[config.mk]
export PLATFORM = sky130hd
export DESIGN_NAME = tug_game_core
export DESIGN_NICKNAME = d
export VERILOG_FILES = /design/src/rtl/tug_game_core.sv
export SDC_FILE = /design/constraint.sdc
export NUM_CORES = 1
export LEC_CHECK = 0
export ABC_CLOCK_PERIOD_IN_PS = 2300
export CORE_MARGIN = 2
export CORE_UTILIZATION = 48
export DETAILED_ROUTE_END_ITERATION = 10
export PLACE_DENSITY = 0.75
export SLEW_MARGIN = 20
export SYNTH_ARGS = -nofsm -noshare
export SYNTH_HDL_FRONTEND = slang
export SYNTH_SLANG_ARGS = --single-unit
export TNS_END_PERCENT = 50
[constraint.sdc]
create_clock -name clk -period 2.3 [get_ports clk]
set_input_delay 0.23 -clock clk [delete_from_list [all_inputs] [get_ports clk]]
set_output_delay 0.23 -clock clk [all_outputs]
set_load 0.02 [all_outputs]
[src/rtl/tug_game_core.sv]
// Tug-of-war game core: synchronises buttons, moves the rope LED on slow ticks,
// declares a winner at either end and keeps saturating per-player scores.
// Optional build macro TUG_FLASH_EN: flash the winner's end LED on every tick.
module tug_game_core #(
  parameter int unsigned HALF = 3
) (
  input  logic                clk,
  input  logic                rst,
  input  logic                slowen,
  input  logic                btn_l,
  input  logic                btn_r,
  input  logic                clr,
  output logic [2*HALF:0]     leds,
  output logic                win_l,
  output logic                win_r,
  output logic [3:0]          score_l,
  output logic [3:0]          score_r
);

  localparam int unsigned NLED = 2 * HALF + 1;
  localparam int unsigned PW   = $clog2(NLED);
  localparam logic [PW-1:0] POS_C   = PW'(HALF);
  localparam logic [PW-1:0] POS_MAX = PW'(2 * HALF);

  typedef enum logic [1:0] {IDLE, PLAY, WIN_L, WIN_R} state_e;

  state_e            state_q, state_d;
  logic [PW-1:0]     pos_q, pos_d;
  logic [NLED-1:0]   leds_q, leds_d;
  logic              win_l_q, win_l_d, win_r_q, win_r_d;
  logic [3:0]        score_l_q, score_l_d, score_r_q, score_r_d;
  logic [1:0]        sync_l_q, sync_l_d, sync_r_q, sync_r_d, sync_c_q, sync_c_d;
  logic              last_l_q, last_l_d, last_r_q, last_r_d;
`ifdef TUG_FLASH_EN
  logic              flash_q, flash_d;
`endif

  logic sl_c, sr_c, sc_c, pl_c, pr_c;

  // Synchronised inputs and rising-edge presses as seen on ticks
  assign sl_c = sync_l_q[1];
  assign sr_c = sync_r_q[1];
  assign sc_c = sync_c_q[1];
  assign pl_c = sl_c & ~last_l_q;
  assign pr_c = sr_c & ~last_r_q;

  // Next-state, rope movement, win/score and LED image
  always_comb begin
    logic lit;
    sync_l_d  = {sync_l_q[0], btn_l};
    sync_r_d  = {sync_r_q[0], btn_r};
    sync_c_d  = {sync_c_q[0], clr};
    last_l_d  = last_l_q;
    last_r_d  = last_r_q;
    state_d   = state_q;
    pos_d     = pos_q;
    leds_d    = leds_q;
    win_l_d   = win_l_q;
    win_r_d   = win_r_q;
    score_l_d = score_l_q;
    score_r_d = score_r_q;
`ifdef TUG_FLASH_EN
    flash_d   = flash_q;
    lit       = 1'b0;
`else
    lit       = 1'b1;
`endif

    if (slowen) begin
      last_l_d = sl_c;
      last_r_d = sr_c;
      case (state_q)
        IDLE, PLAY: begin
          if (sc_c) begin
            state_d = IDLE;
            pos_d   = POS_C;
          end else if (pl_c ^ pr_c) begin
            pos_d   = pl_c ? pos_q + PW'(1) : pos_q - PW'(1);
            state_d = PLAY;
            if (pos_d == POS_MAX) begin
              state_d = WIN_L;
              win_l_d = 1'b1;
              if (score_l_q != 4'd15) score_l_d = score_l_q + 4'd1;
`ifdef TUG_FLASH_EN
              flash_d = 1'b1;
`endif
            end else if (pos_d == '0) begin
              state_d = WIN_R;
              win_r_d = 1'b1;
              if (score_r_q != 4'd15) score_r_d = score_r_q + 4'd1;
`ifdef TUG_FLASH_EN
              flash_d = 1'b1;
`endif
            end
          end
        end
        default: begin
          if (sc_c) begin
            state_d = IDLE;
            pos_d   = POS_C;
            win_l_d = 1'b0;
            win_r_d = 1'b0;
          end else begin
`ifdef TUG_FLASH_EN
            flash_d = ~flash_q;
`endif
          end
        end
      endcase

`ifdef TUG_FLASH_EN
      lit = flash_d;
`endif
      case (state_d)
        WIN_L: begin
          leds_d = '0;
          leds_d[NLED-1] = lit;
        end
        WIN_R: begin
          leds_d = '0;
          leds_d[0] = lit;
        end
        default: leds_d = NLED'(1) << pos_d;
      endcase
    end
  end

  // State registers with asynchronous active-low reset
  always_ff @(posedge clk or negedge rst) begin
    if (!rst) begin
      state_q   <= IDLE;
      pos_q     <= POS_C;
      leds_q    <= NLED'(1) << HALF;
      win_l_q   <= 1'b0;
      win_r_q   <= 1'b0;
      score_l_q <= 4'd0;
      score_r_q <= 4'd0;
      sync_l_q  <= 2'b00;
      sync_r_q  <= 2'b00;
      sync_c_q  <= 2'b00;
      last_l_q  <= 1'b0;
      last_r_q  <= 1'b0;
`ifdef TUG_FLASH_EN
      flash_q   <= 1'b0;
`endif
    end else begin
      state_q   <= state_d;
      pos_q     <= pos_d;
      leds_q    <= leds_d;
      win_l_q   <= win_l_d;
      win_r_q   <= win_r_d;
      score_l_q <= score_l_d;
      score_r_q <= score_r_d;
      sync_l_q  <= sync_l_d;
      sync_r_q  <= sync_r_d;
      sync_c_q  <= sync_c_d;
      last_l_q  <= last_l_d;
      last_r_q  <= last_r_d;
`ifdef TUG_FLASH_EN
      flash_q   <= flash_d;
`endif
    end
  end

  assign leds    = leds_q;
  assign win_l   = win_l_q;
  assign win_r   = win_r_q;
  assign score_l = score_l_q;
  assign score_r = score_r_q;

endmodule
==> run summary, run 1 <==
Outcome: finished, final reports clean
Pwr per Cell Area: 1100 nW/um2
Layout cell share with drive strength beyond 1: 19.8%
Most frequent standard cell in the layout excluding fill and tap cells: sky130_fd_sc_hd__dfrtp_1
Wire length of the first global-routing pass: 5690 um
Maxcap violations: 0
Skew final: 0.00342 ns
Clock edge transition at the registers on the reported setup and hold paths: 0.10 ns
Number of antenna cells inserted: 0
Routed wirelength normalized by instance count: 16.1 um
Crit Path Class: register to register
Final hold violation count: 0
Sequential fraction of the synthesis area: 47.3%
Netlist area before placement: 1590 um2
GR Overflow Total: 0
Final core utilization: 64.7%
Max stage delay cell, worst path: sky130_fd_sc_hd__fa_2
Global placer's final weighted congestion: 0.914
Number of I/O pins: 23
Cell chain of the critical path: nand2b_1, fa_2, xnor2_4, or3_4, a21oi_4, mux2_1
Cell Area, Placed: 1870 um2
Distinct cell type count after synthesis: 47
Hold slack final: 0.276 ns
Leakage dissipation: 0.841 nW
Horizontal die dimension: 61.6 um
CP startpoint kind: register
Source-to-sink clock delay at the later pin of the worst-skew pair: 0.33 ns
Synth top area cells: sky130_fd_sc_hd__dfrtp_1, sky130_fd_sc_hd__dfstp_2, sky130_fd_sc_hd__ha_1
Hold crit path type: input pin to async pin
Total clock sinks: 30
Port Buffer Count: 22
Post-synth EDFFs: 0
Post-layout total power: 2.21 mW
Total track usage: 21.2%
Flops & latches, synth: 30
Root Buffer: sky130_fd_sc_hd__clkbuf_4
Internal reg-to-reg setup slack: 0.09 ns
Primary FF master, synth: sky130_fd_sc_hd__dfrtp_1
Detailed router's first-iteration violation count: 61
Worst Tran Pin Value: 0.395 ns
Die area: 3800 um2
Top achievable clock speed: 452 MHz
Pre-CTS setup slack: 0.0653 ns
Clock Path Buffers: 2
Routing usage on met2: 31.0%
Maximum fanout count along the critical path: 4
Area inside the core boundary: 3100 um2
Worst slew margin relative to its limit: 73.7%
Slowest Stage Delay on Critical Path: 0.41 ns
Setup violations, final: 0
Capturing element type of the critical path: register
Post-detailed-route DRC marker count: 0
Count of synthesis-stage warnings from yosys: 0
Final cycle utilization of the critical path: 96.2%
Vias after detailed routing: 1223
Starting Density: 51.4%
Net count after synthesis: 154
Post-route design area: 2010 um2
Met3 usage in global routing: 6.30%
Via count of the first global-routing pass: 1225
Commonest cells after routing, fill and taps aside: sky130_fd_sc_hd__dfrtp_1, sky130_fd_sc_hd__clkdlybuf4s50_1, sky130_fd_sc_hd__nand2_1
Dpl hpwl: 2510 um
Fraction of synthesized cell area taken by the top area cell type: 42.4%
Cell count after synthesis: 142
Antenna violations before repair: 0
Area added between synthesis and finish: 26.0%
Overall die height: 61.6 um
Most crowded layer after global routing: met2
Count of antenna-violating nets left after detailed routing: 0
Share of flip-flops with an asynchronous set or reset after synthesis: 100%
Data required time of the critical path: 2.52 ns
Met1 usage in global routing: 28.4%
Worst Slack Setup Final: 0.0880 ns
Clock H-tree levels: 2
Max-slew violation count: 0
CTS tree: built
Clock buffers created by TritonCTS: 5
Length of the first detailed-routing pass in iterations: 4
Top cell type by total area after synthesis: sky130_fd_sc_hd__dfrtp_1
Max VDD drop: 0.603 mV
FP Rows: 20
Via density per instance: 5.66
Unrepaired setup endpoints after global routing: true
WL final: 3480 um
Nets: 183
Minimum clock period: 2.21 ns
Pin count of the biggest net entering global routing: 31
Post-synthesis average cell area: 11.2 um2
Data arrival, critical path: 2.43 ns
cell type report:
type | instances | area [um2]
Fill cell | 261 | 1090
Multi-Input combinational cell | 97 | 810
Sequential cell | 30 | 754
Timing Repair Buffer | 29 | 277
Tap cell | 44 | 55.1
Clock inverter | 3 | 45.0
Clock buffer | 5 | 37.5
Inverter | 8 | 30.0
where the power goes:
part           total (mW)  internal [mW]  switching [mW]
sequential          0.811          0.661           0.150
clock               0.420          0.228           0.192
combinational       0.976          0.449           0.527
worst paths after layout:
kind | start | end | cells after the start
setup / recovery | last_l_q | score_l[1] | 6
hold / removal | rst | score_l[2] | 2
setup reg to reg | last_l_q | score_l[1] | 6
hold reg to reg | sync_c_q[0] | sync_c_q[1] | 0
max in group asynchronous | rst | pos_q[0] | 2
min in group clk | btn_r | sync_r_q[0] | 1
cells by family (layout without fill, tap and decap cells):
group / count (synthesis) / in the layout / synth area share (%)
and+or+nand+nor: 41 / 41 / 13.6
AOI/OAI and AO/OA: 33 / 33 / 16.0
DFF: 30 / 30 / 47.3
buffers and inverters: 15 / 45 / 4.94
xor gates and xnor gates: 12 / 12 / 9.42
adders and majority gates: 6 / 6 / 5.18
muxes: 5 / 5 / 3.53
critical path: cells and delay by family, from the launching register on:
kind / cells / cell delay [ns]
multiplexers: 1 / 0.33
AO/OA/AOI/OAI: 1 / 0.18
flip-flops: 1 / 0.39
AND/OR/NAND/NOR: 2 / 0.60
adder cells (fa/ha/maj): 1 / 0.41
XOR/XNOR: 1 / 0.19
per-stage QoR:
| step | setup TNS (ns) | instances |
|---|---|---|
| 2_1_floorplan | 0 | 142 |
| 3_3_place_gp | 0 | 208 |
| 3_5_place_dp | 0 | 208 |
| 4_1_cts | 0 | 216 |
| 5_1_grt | -0.0479 | 216 |
| 6_report | 0 | 216 |
repair_timing:
action | 4_1_cts | 5_1_grt
resized for setup | 0 | 8
hold buffers | 0 | 0
setup endpoints to repair | 0 | 10
setup buffers | 0 | 0
cell usage after synthesis, drive strengths merged (2+ instances only):
cell	count
dfrtp	27
o2bb2ai	2
a21oi	2
ha	5
mux2	5
xnor2	7
dfstp	3
o22a	3
nand2b	2
o21ai	5
clkbuf	3
nand3	5
a211oi	2
a22oi	3
inv	8
nor3	4
nand2	11
xor2	5
a31oi	5
buf	4
nand4	2
nor2b	4
nor2	8
o32ai	2
registers in the layout, indices dropped and copies added (netlist names):
signal,flops
win_r,1
last_l_q,1
score_r,4
pos_q,3
state_q,2
win_l,1
leds,7
score_l,4
sync_c_q,2
sync_l_q,2
sync_r_q,2
last_r_q,1
per-layer routing:
metal  vias to the layer above  share of wire [%]
li1                        571                  -
met5                         -                  0
met2                        45                 49
met1                       593                 44
met3                        14                5.2
met4                         0                2.4
(Power assumes the default switching activity.)
==> run 2: changes to the inputs <==
--- a/config.mk
+++ b/config.mk
@@ -8,6 +8,7 @@
 export ABC_CLOCK_PERIOD_IN_PS = 2300
 export CORE_MARGIN = 2
 export CORE_UTILIZATION = 48
+export CTS_CLUSTER_SIZE = 10
 export DETAILED_ROUTE_END_ITERATION = 10
 export PLACE_DENSITY = 0.75
 export SLEW_MARGIN = 20
==> results of run 2 <==
Final layout, timing and power as in run 1 (identical DEF).
==> run 3: changes to the inputs <==
--- a/config.mk
+++ b/config.mk
@@ -5,12 +5,11 @@
 export SDC_FILE = /design/constraint.sdc
 export NUM_CORES = 1
 export LEC_CHECK = 0
-export ABC_CLOCK_PERIOD_IN_PS = 2300
+export ABC_CLOCK_PERIOD_IN_PS = 2600
 export CORE_MARGIN = 2
-export CORE_UTILIZATION = 48
-export CTS_CLUSTER_SIZE = 10
+export CORE_UTILIZATION = 50
 export DETAILED_ROUTE_END_ITERATION = 10
-export PLACE_DENSITY = 0.75
+export PLACE_DENSITY = 0.74
 export SLEW_MARGIN = 20
 export SYNTH_ARGS = -nofsm -noshare
 export SYNTH_HDL_FRONTEND = slang
==> constraint.sdc (replaced) <==
create_clock -name clk -period 2.6 [get_ports clk]
set_input_delay 0.26 -clock clk [delete_from_list [all_inputs] [get_ports clk]]
set_output_delay 0.26 -clock clk [all_outputs]
set_load 0.02 [all_outputs]
==> run 3 against run 2 <==
Against the previous run:
- final cell count decreased by 1.4%
- clock-buffer cell count is 2 higher
- utilization shrank 2.1 points
- via count is 5.0% lower
- non-clock buffer count shrank 3
- flip-flop and latch count unchanged
- fmax fell by 4.3%
- highest routed layer unchanged
==> run summary, run 3 (synthesized netlist as in run 1, its figures left out) <==
Post-detailed-route DRC marker count: 0 (unchanged)
Internal reg-to-reg setup slack: 0.29 ns (was 0.09 ns)
Unrepaired setup endpoints after global routing: false (was true)
Clock buffers created by TritonCTS: 5 (unchanged)
CTS tree: built (unchanged)
Worst Tran Pin Value: 0.518 ns (was 0.395 ns)
Dpl hpwl: 2280 um (was 2510 um)
Worst slew margin relative to its limit: 65.4% (was 73.7%)
Slowest Stage Delay on Critical Path: 0.46 ns (was 0.41 ns)
Most frequent standard cell in the layout excluding fill and tap cells: sky130_fd_sc_hd__dfrtp_1 (unchanged)
Max reg flops: 7 (unchanged)
Max stage delay cell, worst path: sky130_fd_sc_hd__fa_1 (was sky130_fd_sc_hd__fa_2)
Overall die height: 60.5 um (was 61.6 um)
Source-to-sink clock delay at the later pin of the worst-skew pair: 0.34 ns (was 0.33 ns)
Pin count of the biggest net entering global routing: 31 (unchanged)
Total track usage: 20.4% (was 21.2%)
Leakage dissipation: 0.812 nW (was 0.841 nW)
Die area: 3660 um2 (was 3800 um2)
Top achievable clock speed: 433 MHz (was 452 MHz)
Clock H-tree levels: 2 (unchanged)
Area inside the core boundary: 3050 um2 (was 3100 um2)
Outcome: finished, final reports clean (unchanged)
GR Overflow Total: 0 (unchanged)
Crit Path Class: register to register (unchanged)
CP startpoint kind: register (unchanged)
Count of antenna-violating nets left after detailed routing: 0 (unchanged)
Capturing element type of the critical path: register (unchanged)
Commonest cells after routing, fill and taps aside: sky130_fd_sc_hd__dfrtp_1, sky130_fd_sc_hd__clkdlybuf4s50_1, sky130_fd_sc_hd__nand2_1 (unchanged)
Maxcap violations: 0 (unchanged)
Length of the first detailed-routing pass in iterations: 4 (unchanged)
Total Negative Setup Slacks: 0 ns (unchanged)
Final cycle utilization of the critical path: 88.9% (was 96.2%)
Layout cell share with drive strength beyond 1: 14.2% (was 19.8%)
Skew final: 0.0126 ns (was 0.00342 ns)
Clock network fraction of design power: 16.4% (was 19.0%)
Setup violations, final: 0 (unchanged)
Via count of the first global-routing pass: 1131 (was 1225)
Data arrival, critical path: 2.53 ns (was 2.43 ns)
Total clock sinks: 30 (unchanged)
Number of I/O pins: 23 (unchanged)
Minimum clock period: 2.31 ns (was 2.21 ns)
Net Switching: 0.716 mW (was 0.869 mW)
Root Buffer: sky130_fd_sc_hd__clkbuf_4 (unchanged)
Pwr per Cell Area: 935 nW/um2 (was 1100 nW/um2)
Count of buffers added by post-CTS timing repair for setup: 0 (unchanged)
Part of the total power dissipated in combinational logic: 42.7% (was 44.2%)
Final-layout fill cell count: 254 (was 261)
Wire length of the first global-routing pass: 5350 um (was 5690 um)
Sequential Power Share: 40.9% (was 36.7%)
Count of cells resized by post-cts repair: 0 (unchanged)
Max VDD drop: 0.491 mV (was 0.603 mV)
FP Rows: 20 (unchanged)
Hold crit path type: input pin to async pin (unchanged)
Antenna violations before repair: 0 (unchanged)
WL final: 3170 um (was 3480 um)
Placed cell count: 205 (was 208)
Nets: 180 (was 183)
Vias after detailed routing: 1162 (was 1223)
Horizontal die dimension: 60.5 um (was 61.6 um)
Area added between synthesis and finish: 19.9% (was 26.0%)
Data required time of the critical path: 2.81 ns (was 2.52 ns)
Final hold violation count: 0 (unchanged)
Routed wirelength normalized by instance count: 14.9 um (was 16.1 um)
Max-slew violation count: 0 (unchanged)
Cell chain of the critical path: nand2b_1, fa_1, xnor2_2, xor2_1, nand4_2, mux2_1 (was nand2b_1, fa_2, xnor2_4, or3_4, a21oi_4, mux2_1)
Internal power component: 1.07 mW (was 1.34 mW)
Global placer's final weighted congestion: 0.884 (was 0.914)
Number of cell instances on the worst register-to-register path: 6 (unchanged)
Clock edge transition at the registers on the reported setup and hold paths: 0.10 ns (about the same)
Number of cells in the finished layout apart from fillers: 213 (was 216)
Via density per instance: 5.46 (was 5.66)
Port Buffer Count: 22 (unchanged)
Hold Buf Count CTS: 0 (unchanged)
Starting Density: 52.2% (was 51.4%)
Clock Path Buffers: 2 (unchanged)
Detailed router's first-iteration violation count: 52 (was 61)
Number of antenna cells inserted: 0 (unchanged)
Switching part of the total power: 40.1% (was 39.4%)
Maximum fanout count along the critical path: 4 (unchanged)
run 3: path summary, 6_finish.rpt:
check                              end        start
max in group asynchronous     pos_q[1]          rst
hold reg to reg            sync_c_q[1]  sync_c_q[0]
setup / recovery            score_r[1]     last_l_q
hold / removal              score_l[3]          rst
min in group clk           sync_c_q[1]  sync_c_q[0]
setup reg to reg            score_r[1]     last_l_q
run 3: final cells by class:
cell class / instances / area, um2 / share of cell area, %
clock inverters: 1 / 5.00 / 0.262
repair buffers: 26 / 250 / 13.1
multi-input cells: 97 / 761 / 39.8
inverters: 8 / 30.0 / 1.57
clock buffers: 7 / 55.1 / 2.88
well taps: 44 / 55.1 / 2.88
flip-flops and latches: 30 / 754 / 39.5
run 3: stage by stage:
stage / area, um2 / hold WS (ns) / total power, mW / util (%) / worst slack, ns
final: 1910 / 0.288 / 1.79 / 62.6 / 0.289
after global routing: 1910 / 0.309 / 1.92 / 62.6 / 0.122
after CTS: 1910 / 0.299 / 1.80 / 62.6 / 0.269
after detailed placement: 1850 / 0.337 / 1.50 / 60.6 / 0.293
after global placement: 1850 / 0.331 / 1.46 / 60.6 / 0.417
after floorplan: 1590 / -0.0356 / 1.23 / - / 0.316
run 3: power by group through the flow:
stage          clock network (mW)  registers [mW]  logic (mW)
2_1_floorplan                   0           0.757       0.477
3_3_place_gp                    0           0.725       0.737
5_1_grt                     0.330           0.752       0.841
6_report                    0.293           0.730       0.762
3_5_place_dp                    0           0.733       0.763
4_1_cts                     0.301           0.728       0.767
run 3: layer usage:
layer,global-route usage [%],wire length [um]
met2,31.8,1520
met3,7.04,182
met5,0,0
met4,7.76,46
met1,26.4,1420
run 3: worst max-delay path: cells and delay by family (launching register included):
kind                     cells  cell delay, ns
AND/OR/NAND/NOR              2            0.40
flip-flops                   1            0.38
adder cells (fa/ha/maj)      1            0.46
multiplexers                 1            0.36
XOR/XNOR                     2            0.60
